==> config.mk <==
export PLATFORM = sky130hd
export DESIGN_NAME = ifetch_prefetch_flat
export DESIGN_NICKNAME = d
export VERILOG_FILES = /design/src/rtl/ifetch_prefetch_if.sv /design/src/rtl/ifetch_prefetch.sv /design/src/flat_wrapper.sv
export SDC_FILE = /design/constraint.sdc
export NUM_CORES = 1
export LEC_CHECK = 0
export BUFFER_PORTS_ARGS = -buffer_cell sky130_fd_sc_hd__buf_2
export CORE_UTILIZATION = 58
export CTS_CLUSTER_SIZE = 8
export DETAILED_ROUTE_END_ITERATION = 10
export PLACE_DENSITY = 0.8
export SLEW_MARGIN = 20
export SYNTH_ARGS = -nofsm -noshare
export SYNTH_HDL_FRONTEND = slang
export SYNTH_SLANG_ARGS = --single-unit
==> constraint.sdc <==
create_clock -name clk -period 10.18 [get_ports clk]
set_clock_uncertainty 0.05 [all_clocks]
set_input_delay 1.018 -clock clk [delete_from_list [all_inputs] [get_ports clk]]
set_output_delay 1.018 -clock clk [all_outputs]
set_load 0.005 [all_outputs]
==> src/rtl/ifetch_prefetch_if.sv <==
// ---------------------------------------------------------------------------
// ifetch_prefetch_if
//   Instruction bus between the prefetching fetch unit (master) and the
//   instruction memory / interconnect (slave).
//
//   Handshake (request/grant with in-order responses):
//     - A request is accepted in every cycle where O_ibus_req and I_ibus_gnt
//       are both high at the rising clock edge. O_ibus_addr is the address of
//       that request. While a request is pending and not granted, the master
//       keeps O_ibus_addr stable; req drops only because of halt or redirect.
//     - Every accepted request gets exactly one response, in request order.
//       I_ibus_rvalid marks the cycle carrying I_ibus_data / I_ibus_err. At
//       most one response per cycle, never in the same cycle as its grant.
//     - Responses cannot be back-pressured; the master reserves buffer space
//       at issue time so that it can always take them.
//
//   Signals
//     O_ibus_req     master -> slave  fetch request
//     O_ibus_addr    master -> slave  word-aligned fetch address
//     I_ibus_gnt     slave -> master  request accepted this cycle (with req)
//     I_ibus_rvalid  slave -> master  response valid
//     I_ibus_data    slave -> master  response instruction word
//     I_ibus_err     slave -> master  response bus error
// ---------------------------------------------------------------------------
interface ifetch_prefetch_if #(
  parameter int ADDR_W = 32,
  parameter int INST_W = 32
) ();

  logic              O_ibus_req;
  logic [ADDR_W-1:0] O_ibus_addr;
  logic              I_ibus_gnt;
  logic              I_ibus_rvalid;
  logic [INST_W-1:0] I_ibus_data;
  logic              I_ibus_err;

  modport master (
    output O_ibus_req,
    output O_ibus_addr,
    input  I_ibus_gnt,
    input  I_ibus_rvalid,
    input  I_ibus_data,
    input  I_ibus_err
  );

  modport slave (
    input  O_ibus_req,
    input  O_ibus_addr,
    output I_ibus_gnt,
    output I_ibus_rvalid,
    output I_ibus_data,
    output I_ibus_err
  );

endinterface

==> src/rtl/ifetch_prefetch.sv <==
// ---------------------------------------------------------------------------
// ifetch_prefetch
//   Instruction fetch unit with a pipelined request/grant bus and a prefetch
//   FIFO. Word fetches are issued ahead of decode, up to MAX_OUTSTANDING are
//   kept in flight, and returned instructions are buffered together with
//   their PC and bus-error flag. Flush and branch redirects restart fetching
//   at the new target; responses to requests already on the bus are counted
//   and dropped when they arrive instead of aborting the bus.
//
//   Ports
//     clk, rst          clock, asynchronous active-high reset
//     I_flush           pipeline flush, redirect to I_flush_addr (priority)
//     I_flush_addr      flush target
//     I_bru_taken       taken branch/jump, redirect to I_bru_target
//     I_bru_target      branch target
//     I_jtag_halt       stop issuing new requests (in-flight ones complete)
//     I_stall           decode not ready, head entry is held
//     O_inst_valid      head entry valid (O_inst / O_inst_addr / O_inst_err)
//     O_inst            head instruction
//     O_inst_addr       PC of the head instruction
//     O_inst_err        bus error reported for the head instruction
//     ibus              instruction bus, master side (see ifetch_prefetch_if)
// ---------------------------------------------------------------------------
module ifetch_prefetch #(
  parameter int                ADDR_W          = 32,
  parameter int                INST_W          = 32,
  parameter logic [ADDR_W-1:0] RESET_PC        = 32'h8000_0000,
  parameter int                FIFO_DEPTH      = 4,
  parameter int                MAX_OUTSTANDING = 2
) (
  input  logic                  clk,
  input  logic                  rst,
  input  logic                  I_flush,
  input  logic [ADDR_W-1:0]     I_flush_addr,
  input  logic                  I_bru_taken,
  input  logic [ADDR_W-1:0]     I_bru_target,
  input  logic                  I_jtag_halt,
  input  logic                  I_stall,
  output logic                  O_inst_valid,
  output logic [INST_W-1:0]     O_inst,
  output logic [ADDR_W-1:0]     O_inst_addr,
  output logic                  O_inst_err,
  ifetch_prefetch_if.master     ibus
);

  // FIFO_DEPTH is a power of two, so the FIFO pointers wrap naturally.
  localparam int FA_W  = $clog2(FIFO_DEPTH);
  localparam int FC_W  = $clog2(FIFO_DEPTH + 1);
  localparam int OC_W  = $clog2(MAX_OUTSTANDING + 1);
  localparam int PQ_W  = (MAX_OUTSTANDING > 1) ? $clog2(MAX_OUTSTANDING) : 1;
  localparam int SUM_W = FC_W + OC_W + 1;

  // -------------------------------------------------------------------------
  // State
  // -------------------------------------------------------------------------
  logic [ADDR_W-1:0] fetch_pc;
  // Granted requests whose response has not arrived yet (stale ones included).
  logic [OC_W-1:0]   outstanding;
  // How many of the outstanding responses belong to a pre-redirect stream.
  // Always <= outstanding.
  logic [OC_W-1:0]   discard;

  // In-flight PC queue: PC of every granted request, in grant order.
  logic [ADDR_W-1:0] pc_q [MAX_OUTSTANDING];
  logic [PQ_W-1:0]   pq_wr;
  logic [PQ_W-1:0]   pq_rd;

  // Prefetch FIFO.
  logic [ADDR_W-1:0] fifo_pc   [FIFO_DEPTH];
  logic [INST_W-1:0] fifo_data [FIFO_DEPTH];
  logic              fifo_err  [FIFO_DEPTH];
  logic [FA_W-1:0]   fifo_wr;
  logic [FA_W-1:0]   fifo_rd;
  logic [FC_W-1:0]   fifo_count;

  // -------------------------------------------------------------------------
  // Control
  // -------------------------------------------------------------------------
  logic              redir;
  logic [ADDR_W-1:0] redir_target;
  logic [SUM_W-1:0]  live_slots;
  logic              issue_ok;
  logic              grant;
  logic              rsp;
  logic              drop;
  logic              push;
  logic              pop;

  assign redir        = I_flush | I_bru_taken;
  assign redir_target = I_flush ? {I_flush_addr[ADDR_W-1:2], 2'b00}
                                : {I_bru_target[ADDR_W-1:2], 2'b00};

  // FIFO slots already spoken for: buffered entries plus live (non-discarded)
  // requests on the bus. Reserving at issue means a live response always has
  // room, so the bus never has to be back-pressured.
  assign live_slots = SUM_W'(fifo_count) + SUM_W'(outstanding) - SUM_W'(discard);
  assign issue_ok   = (outstanding < OC_W'(MAX_OUTSTANDING)) &&
                      (live_slots < SUM_W'(FIFO_DEPTH));

  // Request is held low in a redirect cycle, so a grant never coincides with
  // a redirect and fetch_pc has a single update source per cycle.
  assign ibus.O_ibus_req  = ~rst & ~I_jtag_halt & ~redir & issue_ok;
  assign ibus.O_ibus_addr = fetch_pc;

  assign grant = ibus.O_ibus_req & ibus.I_ibus_gnt;
  // A response with nothing outstanding (e.g. for a request issued before
  // reset) is not ours and is ignored.
  assign rsp   = ibus.I_ibus_rvalid & (outstanding != '0);
  assign drop  = rsp & (redir | (discard != '0));
  assign push  = rsp & ~drop;

  assign O_inst_valid = (fifo_count != '0) & ~redir;
  assign pop          = O_inst_valid & ~I_stall;

  assign O_inst      = fifo_data[fifo_rd];
  assign O_inst_addr = fifo_pc[fifo_rd];
  assign O_inst_err  = fifo_err[fifo_rd];

  function automatic logic [PQ_W-1:0] pq_next(input logic [PQ_W-1:0] p);
    return (p == PQ_W'(MAX_OUTSTANDING - 1)) ? '0 : p + PQ_W'(1);
  endfunction

  // -------------------------------------------------------------------------
  // Fetch PC, outstanding and discard counters
  // -------------------------------------------------------------------------
  always_ff @(posedge clk or posedge rst) begin
    if (rst) begin
      fetch_pc    <= RESET_PC;
      outstanding <= '0;
      discard     <= '0;
    end else begin
      outstanding <= outstanding + OC_W'(grant) - OC_W'(rsp);
      if (redir) begin
        fetch_pc <= redir_target;
        // Every request still on the bus after this cycle belongs to the old
        // stream, including ones already marked for discard.
        discard  <= outstanding - OC_W'(rsp);
      end else begin
        if (grant) begin
          fetch_pc <= fetch_pc + ADDR_W'(4);
        end
        if (rsp && (discard != '0)) begin
          discard <= discard - OC_W'(1);
        end
      end
    end
  end

  // -------------------------------------------------------------------------
  // In-flight PC queue. Stale entries are popped by their (dropped) responses
  // just like live ones, so the queue never needs clearing on redirect.
  // -------------------------------------------------------------------------
  always_ff @(posedge clk or posedge rst) begin
    if (rst) begin
      pq_wr <= '0;
      pq_rd <= '0;
    end else begin
      if (grant) begin
        pq_wr <= pq_next(pq_wr);
      end
      if (rsp) begin
        pq_rd <= pq_next(pq_rd);
      end
    end
  end

  always_ff @(posedge clk) begin
    if (grant) begin
      pc_q[pq_wr] <= fetch_pc;
    end
  end

  // -------------------------------------------------------------------------
  // Prefetch FIFO. Storage is reset so the head outputs read as zero after
  // reset. No bypass: a response written this cycle is visible next cycle.
  // -------------------------------------------------------------------------
  always_ff @(posedge clk or posedge rst) begin
    if (rst) begin
      fifo_wr    <= '0;
      fifo_rd    <= '0;
      fifo_count <= '0;
      for (int i = 0; i < FIFO_DEPTH; i++) begin
        fifo_pc[i]   <= '0;
        fifo_data[i] <= '0;
        fifo_err[i]  <= 1'b0;
      end
    end else if (redir) begin
      // Buffered entries belong to the old stream; stall does not protect them.
      fifo_wr    <= '0;
      fifo_rd    <= '0;
      fifo_count <= '0;
    end else begin
      if (push) begin
        fifo_pc[fifo_wr]   <= pc_q[pq_rd];
        fifo_data[fifo_wr] <= ibus.I_ibus_data;
        fifo_err[fifo_wr]  <= ibus.I_ibus_err;
        fifo_wr            <= fifo_wr + FA_W'(1);
      end
      if (pop) begin
        fifo_rd <= fifo_rd + FA_W'(1);
      end
      fifo_count <= fifo_count + FC_W'(push) - FC_W'(pop);
    end
  end

endmodule

==> src/flat_wrapper.sv <==
// flat-port wrapper written by rule: the top's interface ports become plain ports
module ifetch_prefetch_flat 
#(
  parameter int                ADDR_W          = 32,
  parameter int                INST_W          = 32,
  parameter logic [ADDR_W-1:0] RESET_PC        = 32'h8000_0000,
  parameter int                FIFO_DEPTH      = 4,
  parameter int                MAX_OUTSTANDING = 2
)
  (clk, rst, I_flush, I_flush_addr, I_bru_taken, I_bru_target, I_jtag_halt, I_stall, O_inst_valid, O_inst, O_inst_addr, O_inst_err, ibus_O_ibus_req, ibus_O_ibus_addr, ibus_I_ibus_gnt, ibus_I_ibus_rvalid, ibus_I_ibus_data, ibus_I_ibus_err);
  ifetch_prefetch_if #(.ADDR_W(ADDR_W), .INST_W(INST_W)) ibus_i ();
  input  logic clk;
  input  logic rst;
  input  logic I_flush;
  input  logic [ADDR_W-1:0] I_flush_addr;
  input  logic I_bru_taken;
  input  logic [ADDR_W-1:0] I_bru_target;
  input  logic I_jtag_halt;
  input  logic I_stall;
  output logic O_inst_valid;
  output logic [INST_W-1:0] O_inst;
  output logic [ADDR_W-1:0] O_inst_addr;
  output logic O_inst_err;
  output wire logic [$bits(ibus_i.O_ibus_req)-1:0] ibus_O_ibus_req;
  output wire logic [$bits(ibus_i.O_ibus_addr)-1:0] ibus_O_ibus_addr;
  input wire logic [$bits(ibus_i.I_ibus_gnt)-1:0] ibus_I_ibus_gnt;
  input wire logic [$bits(ibus_i.I_ibus_rvalid)-1:0] ibus_I_ibus_rvalid;
  input wire logic [$bits(ibus_i.I_ibus_data)-1:0] ibus_I_ibus_data;
  input wire logic [$bits(ibus_i.I_ibus_err)-1:0] ibus_I_ibus_err;
  assign ibus_O_ibus_req = ibus_i.O_ibus_req;
  assign ibus_O_ibus_addr = ibus_i.O_ibus_addr;
  assign ibus_i.I_ibus_gnt = ibus_I_ibus_gnt;
  assign ibus_i.I_ibus_rvalid = ibus_I_ibus_rvalid;
  assign ibus_i.I_ibus_data = ibus_I_ibus_data;
  assign ibus_i.I_ibus_err = ibus_I_ibus_err;
  ifetch_prefetch #(.ADDR_W(ADDR_W), .INST_W(INST_W), .RESET_PC(RESET_PC), .FIFO_DEPTH(FIFO_DEPTH), .MAX_OUTSTANDING(MAX_OUTSTANDING)) u_core (.clk(clk), .rst(rst), .I_flush(I_flush), .I_flush_addr(I_flush_addr), .I_bru_taken(I_bru_taken), .I_bru_target(I_bru_target), .I_jtag_halt(I_jtag_halt), .I_stall(I_stall), .O_inst_valid(O_inst_valid), .O_inst(O_inst), .O_inst_addr(O_inst_addr), .O_inst_err(O_inst_err), .ibus(ibus_i));
endmodule
# Yosys cells after proc, flatten, opt, wreduce, memory -nomap -nowiden
# Memories as Yosys holds them, arrays and structs flattened.
# Index checks and enable logic that the tools add are counted.
# W data, S select, Z words.
[op_classes]
n_lt_le_gt_ge = 5
add_sub_neg = 13
n_shift = 0
div = 0
eq_ne = 0
n_reduce_logical = 11
muxes = 30
n_mul = 0
bitwise_logic = 18
[ops]
columns = ["operator", "n"]
rows = [
  ["$bwmux W128", 2],
  ["$mux W32", 8],
  ["$bmux W32 S2", 2],
  ["$demux W32 S2", 1],
  ["$add A32 B3 Y32 const B", 1],
  ["$mux W2", 6],
  ["$reduce_bool A2 Y1", 6],
  ["$and A1 B1 Y1", 9],
  ["$mux W1", 7],
  ["$ge A3 B3 Y1 const B", 2],
  ["$lt A6 B3 Y1 const B", 1],
  ["$not A2 Y3", 2],
  ["$sub A6 B2 Y6", 1],
  ["$not A1 Y1", 5],
  ["$add A2 B1 Y2 const B", 2],
  ["$add A3 B2 Y4", 1],
  ["$bwmux W4", 1],
  ["$sub A2 B1 Y2", 2],
  ["$add A3 B1 Y3", 1],
  ["$logic_and A1 B1 Y1", 3],
  ["$lt A3 B1 Y1 const B", 1],
  ["$mux W3", 1],
  ["$reduce_bool A3 Y1", 1],
  ["$sub A3 B1 Y3", 1],
  ["8 further kinds", 10],
]
[word_totals]
output_inout_bits = 99
inputBits = 105
mem_bits_rw = 64
n_memories = 1
wordCells = 98
reg_bits = 305
rom_bits = 0
latch_bits = 0
[mem_list]
columns = ["name", "words", "word_bits", "rd", "rd_clocked_by_memory_dff", "write_ports", "line", "rtl"]
rows = [
  ["u_core.pc_q", 2, 32, 1, 0, 1, "ifetch_prefetch.sv:64", "logic [ADDR_W-1:0] pc_q [MAX_OUTSTANDING];"],
]

# Depth between registers and ports, before layout
[logic_depth]
word_depth = 8
depth_mapped = 12
ltp_nobuf = 10

# Worst setup path before layout
# No wires, ideal clock.
[synth_timing]
path_kind = "input port to flip-flop"
from = "in I_bru_taken"
to = "mem u_core.pc_q[0][10] (enable)"
arrival_time_ns = 3.510
slack_ns = 6.203
cell_stages = 6
setup_time_ns = 0.417
path_buffers = 1
path_cell_list = "or2_1 -> or4_4 -> and4b_1 -> buf_2 -> nor2_2 -> nor2_1"
[synth_via]
elab_chain_len = 7
[synth_rtl]
columns = ["item", "line", "rtl"]
rows = [
  ["start, declared", "flat_wrapper.sv:16", "input logic I_bru_taken;"],
  ["$or A1 B1 Y1", "ifetch_prefetch.sv:89", "assign redir = I_flush | I_bru_taken;"],
  ["$not A1 Y1 (no line)", "--", ""],
  ["$and A1 B1 Y1 (2 in series)", "ifetch_prefetch.sv:102", "assign ibus.O_ibus_req = ~rst & ~I_jtag_halt & ~redir & issue_ok;"],
  ["$and A1 B1 Y1", "ifetch_prefetch.sv:105", "assign grant = ibus.O_ibus_req & ibus.I_ibus_gnt;"],
  ["$mux W1", "ifetch_prefetch.sv:168", "if (grant) begin"],
  ["$mux W1 (not written as such)", "ifetch_prefetch.sv:169", "pc_q[pq_wr] <= fetch_pc;"],
  ["end, declared", "ifetch_prefetch.sv:64", ""],
]
# Every way passes these cells.

# Worst setup path after layout
[layout_timing]
from = "reg u_core.fifo_count[0]"
to = "mem u_core.pc_q[1][13] (enable)"
[layout_via]
elab_chain_len = 8
[layout_rtl]
columns = ["item", "line", "rtl"]
rows = [
  ["start, declared", "ifetch_prefetch.sv:74", "logic [FC_W-1:0] fifo_count;"],
  ["start signal, assigned", "ifetch_prefetch.sv:202", "fifo_count <= fifo_count + FC_W'(push) - FC_W'(pop);"],
  ["$add A3 B2 Y4", "ifetch_prefetch.sv:96", "assign live_slots = SUM_W'(fifo_count) + SUM_W'(outstanding) - SUM_W'(discard);"],
  ["$sub A6 B2 Y6", "ifetch_prefetch.sv:96", ""],
  ["$lt A6 B3 Y1", "ifetch_prefetch.sv:98", "(live_slots < SUM_W'(FIFO_DEPTH));"],
  ["$logic_and A1 B1 Y1", "ifetch_prefetch.sv:97", "assign issue_ok = (outstanding < OC_W'(MAX_OUTSTANDING)) &&"],
  ["$and A1 B1 Y1", "ifetch_prefetch.sv:102", ""],
  ["$and A1 B1 Y1", "ifetch_prefetch.sv:105", ""],
  ["$mux W1", "ifetch_prefetch.sv:168", ""],
  ["$mux W1 (not written as such)", "ifetch_prefetch.sv:169", ""],
]
# Every way passes these cells.

==> results.py <==
metrics = {
    "floorplan": {
        "initial_utilization_pct": 59.62,
        "core.rowCount": 59,
        "die_w_um": 166.1,
        "dieArea_um2": 27600,
        "core_area_um2": 26210,
        "pin_count": 204,
        "die_h_um": 166.1,
    },
    "placement": {
        "dpl.cell_count": 1638,
        "gp_congestion": 0.8207,
        "portBuffers": 195,
        "hpwl_um": 20290,
    },
    "global_route": {
        "grt_pass1_wl_um": 55600,
        "grt_antenna_before_repair": 0,
        "first_global_vias": 10700,
        "grt_use_total_pct": 25.34,
        "grt_overflow": 0,
        "grt_max_degree": 158,
    },
    "status": {
        "status": "complete, but fails checks",
        "violations": "design-rule violations",
    },
    "clock_tree": {
        "numClockSinks": 355,
        "cts_setup_buffers": 0,
        "cts_root_buffer": "clkbuf_16",
        "htreeDepth": 2,
        "clock_latency_ps": 540,
        "postCtsResizedCells": 0,
        "cts_tree": "built",
        "cts.path.max_buffers": 3,
        "hold_buffers": 0,
        "path_clk_slew_ps": 50,
        "cts_buffers": 50,
    },
    "layout": {
        "diodes": 0,
        "stdcell_count": 1709,
        "syn2layout_area_growth_pct": 17.15,
        "nNetsFinal": 1477,
        "final_util_pct": 69.85,
        "final_cell_mix": "292 x dfrtp_1, 195 x buf_2, 143 x nand2_1",
        "final_common_cell": "dfrtp_1",
        "final_layout_size_suffix_gt1_share_pct": 34.86,
        "n_fill_cell": 1798,
    },
    "worst_setup_path": {
        "arrival_ps": 4280,
        "r2r-end": "u_core.pc_q[1][13]",
        "reg2reg_slack_ps": 6040,
        "timing.rr.start": "u_core.fifo_count[0]",
        "timing.reg2reg.worst_path_depth": 9,
        "crit_path_end_kind": "flip-flop",
        "crit_fanout": 30,
        "critical_path_required_ps": 10320,
        "start_kind": "flip-flop",
        "critical_path_class": "flip-flop to flip-flop",
    },
    "timing": {
        "worst_slew_pin_slew_ps": 1109,
        "final.setup.tns_ps": 0,
        "hold_viol": 0,
        "relSlewSlack_pct": 26.04,
        "setup_viol": 0,
        "post-route-period-util_pct": 40.64,
        "timing.final.crit_period_ps": 4137,
        "grt_setup_unrepaired": "false",
        "maxSlewViolCount": 0,
        "fmax_mhz": 241.7,
    },
    "route": {
        "wire_per_inst_um": 19.67,
        "vias": 10200,
        "drtPass1Iterations": 10,
        "wirelength_um": 33620,
        "drt.antenna.violating_nets": 0,
        "via_per_inst": 5.965,
        "drt-initial-drc-count": 722,
        "drc_errors": 13,
    },
    "yosys": {
        "synth_edf_count": 60,
        "syn_area_per_cell_um2": 13.33,
        "synthTopCellsByArea": "dfrtp_1 47%, edfxtp_1 12%, mux2_2 9.5%",
        "synth_warnings": 0,
        "synthCells": 1172,
        "netlist-cell-type-count": 63,
        "syn-cell-area_um2": 15620,
        "ys_ff_latch": 355,
        "ys.flop_type": "dfrtp_1",
        "synth-seq-area-share_pct": 58.78,
        "netlist.top_cell.by_area": "dfrtp_1",
        "ys_async_sr_fraction_pct": 83.10,
        "synth_top_area_share_pct": 47.09,
    },
    "pwr": {
        "power.switching_uw": 1019,
        "seqPwrFrac_pct": 43.9,
        "p_sw_share_pct": 25.82,
        "internal_power_uw": 2927,
        "power_frac_comb_pct": 18.5,
        "p_clk_share_pct": 37.7,
        "ir_worst_vdd_mv": 0.1404,
        "leakagePower_uw": 0.008409,
        "power.density_nw_per_um2": 215.6,
    },
    "hold_path": {
        "min_to": "u_core.fifo_pc[17]",
        "min_path_type": "flip-flop to flip-flop",
        "hp-start": "u_core.fifo_pc[17]",
        "hold-path-cell-count": 2,
    },
    "run": {
        "cap_violations": 0,
    },
}
[area by class of cell]
type	instances	area (um^2)	area share, %
Sequential cell	355	9190	50.20
Multi-Input combinational cell	723	6108	33.37
Clock buffer	68	1383	7.553
Timing Repair Buffer	210	1121	6.124
Tap cell	335	419.2	2.290
Inverter	17	76.32	0.4170
Clock inverter	1	7.507	0.04101
[stage by stage]
step           setup slack [ps]  cell area (um^2)  hold slack [ps]  power, uW
5_1_grt                    5778             18310            449.0       4128
4_1_cts                    6042             18240            426.7       3978
3_3_place_gp               5821             16850            405.8       2445
2_1_floorplan             966.2             15640            394.6       2191
6_report                   6043             18310            422.6       3946
3_5_place_dp               5819             16850            415.1       2478
[power by group through the flow]
stage               clock network [uW]  logic, uW  registers [uW]
floorplan                            0        475            1720
global placement                     0        707            1740
detailed placement                   0        728            1750
CTS                               1510        734            1730
global route                      1570        803            1750
finish                            1490        728            1730
[how the worst max path moves through the flow]
stage                    startpoint                 end  depth (start not counted)
2_1_floorplan                   rst   u_core.discard[0]                          1
3_3_place_gp                I_flush   u_core.pc_q[1][5]                          9
3_5_place_dp                I_flush   u_core.pc_q[1][7]                          9
4_1_cts        u_core.fifo_count[0]   u_core.pc_q[1][7]                          9
5_1_grt        u_core.fifo_count[0]  u_core.pc_q[1][23]                          9
6_report       u_core.fifo_count[0]  u_core.pc_q[1][13]                          9
[routing by layer]
layer | wire length [um] | global-route usage [%] | vias to the layer above | part of all wire [%]
met5 | 0 | 0 | - | 0
met4 | 701 | 7.599 | 0 | 2.1
met3 | 2163 | 4.123 | 61 | 6.4
met2 | 16510 | 42.84 | 398 | 49
met1 | 14240 | 34.04 | 5099 | 42
li1 | - | - | 4637 | -
[flip-flops by register name (all words and copies together), names as in the netlist, 2 cells and up]
name	count
u_core.fifo_wr	2
u_core.fifo_rd	2
u_core.fifo_count	3
u_core.pc_q	60
u_core.fifo_pc	120
u_core.ibus.O_ibus_addr	30
u_core.outstanding	2
u_core.discard	2
u_core.fifo_err	4
u_core.fifo_data	128
[logic make-up (layout without fill, tap and decap cells)]
kind of cell             Yosys count  count (layout)  share of synthesized area, %
flip-flops                       355             355                         58.78
multiplexers                     237             237                         21.28
AND/OR/NAND/NOR                  225             225                         6.470
AO/OA/AOI/OAI                    220             220                         8.432
buffers and inverters             97             296                         2.474
XOR/XNOR                          22              22                         1.233
adder cells (fa/ha/maj)           15              15                         1.297
other                              1               4                       0.02400
[Yosys cell counts (all sizes together), types with 3 or more instances]
cell type  count
dfrtp        294
inv           17
a21oi         20
mux2         132
a22oi          7
o2111ai        4
a21o           3
and3           5
a2bb2oi        3
ha            13
nor2          21
nor2b         12
xnor2         13
nand3          9
and2           4
nand4          3
nor4           3
edfxtp        60
buf           22
a211oi        14
o21a           5
nand2        147
and4           5
nor3           6
o21ai        129
mux2i         42
o211ai         7
mux4          63
a31oi          7
or3            3
xor2           9
clkbuf        58
a31o           3
[critical path: stages, from the launching register on]
cell and delay (ps):
dfrtp_1 400, ha_1 230, fa_1 440, ha_1 220
o31ai_1 580, and4b_1 710, nor2_2 260, inv_2 330
and2_1 170, buf_4 360
No activity file was read; power rests on OpenSTA's default activity.
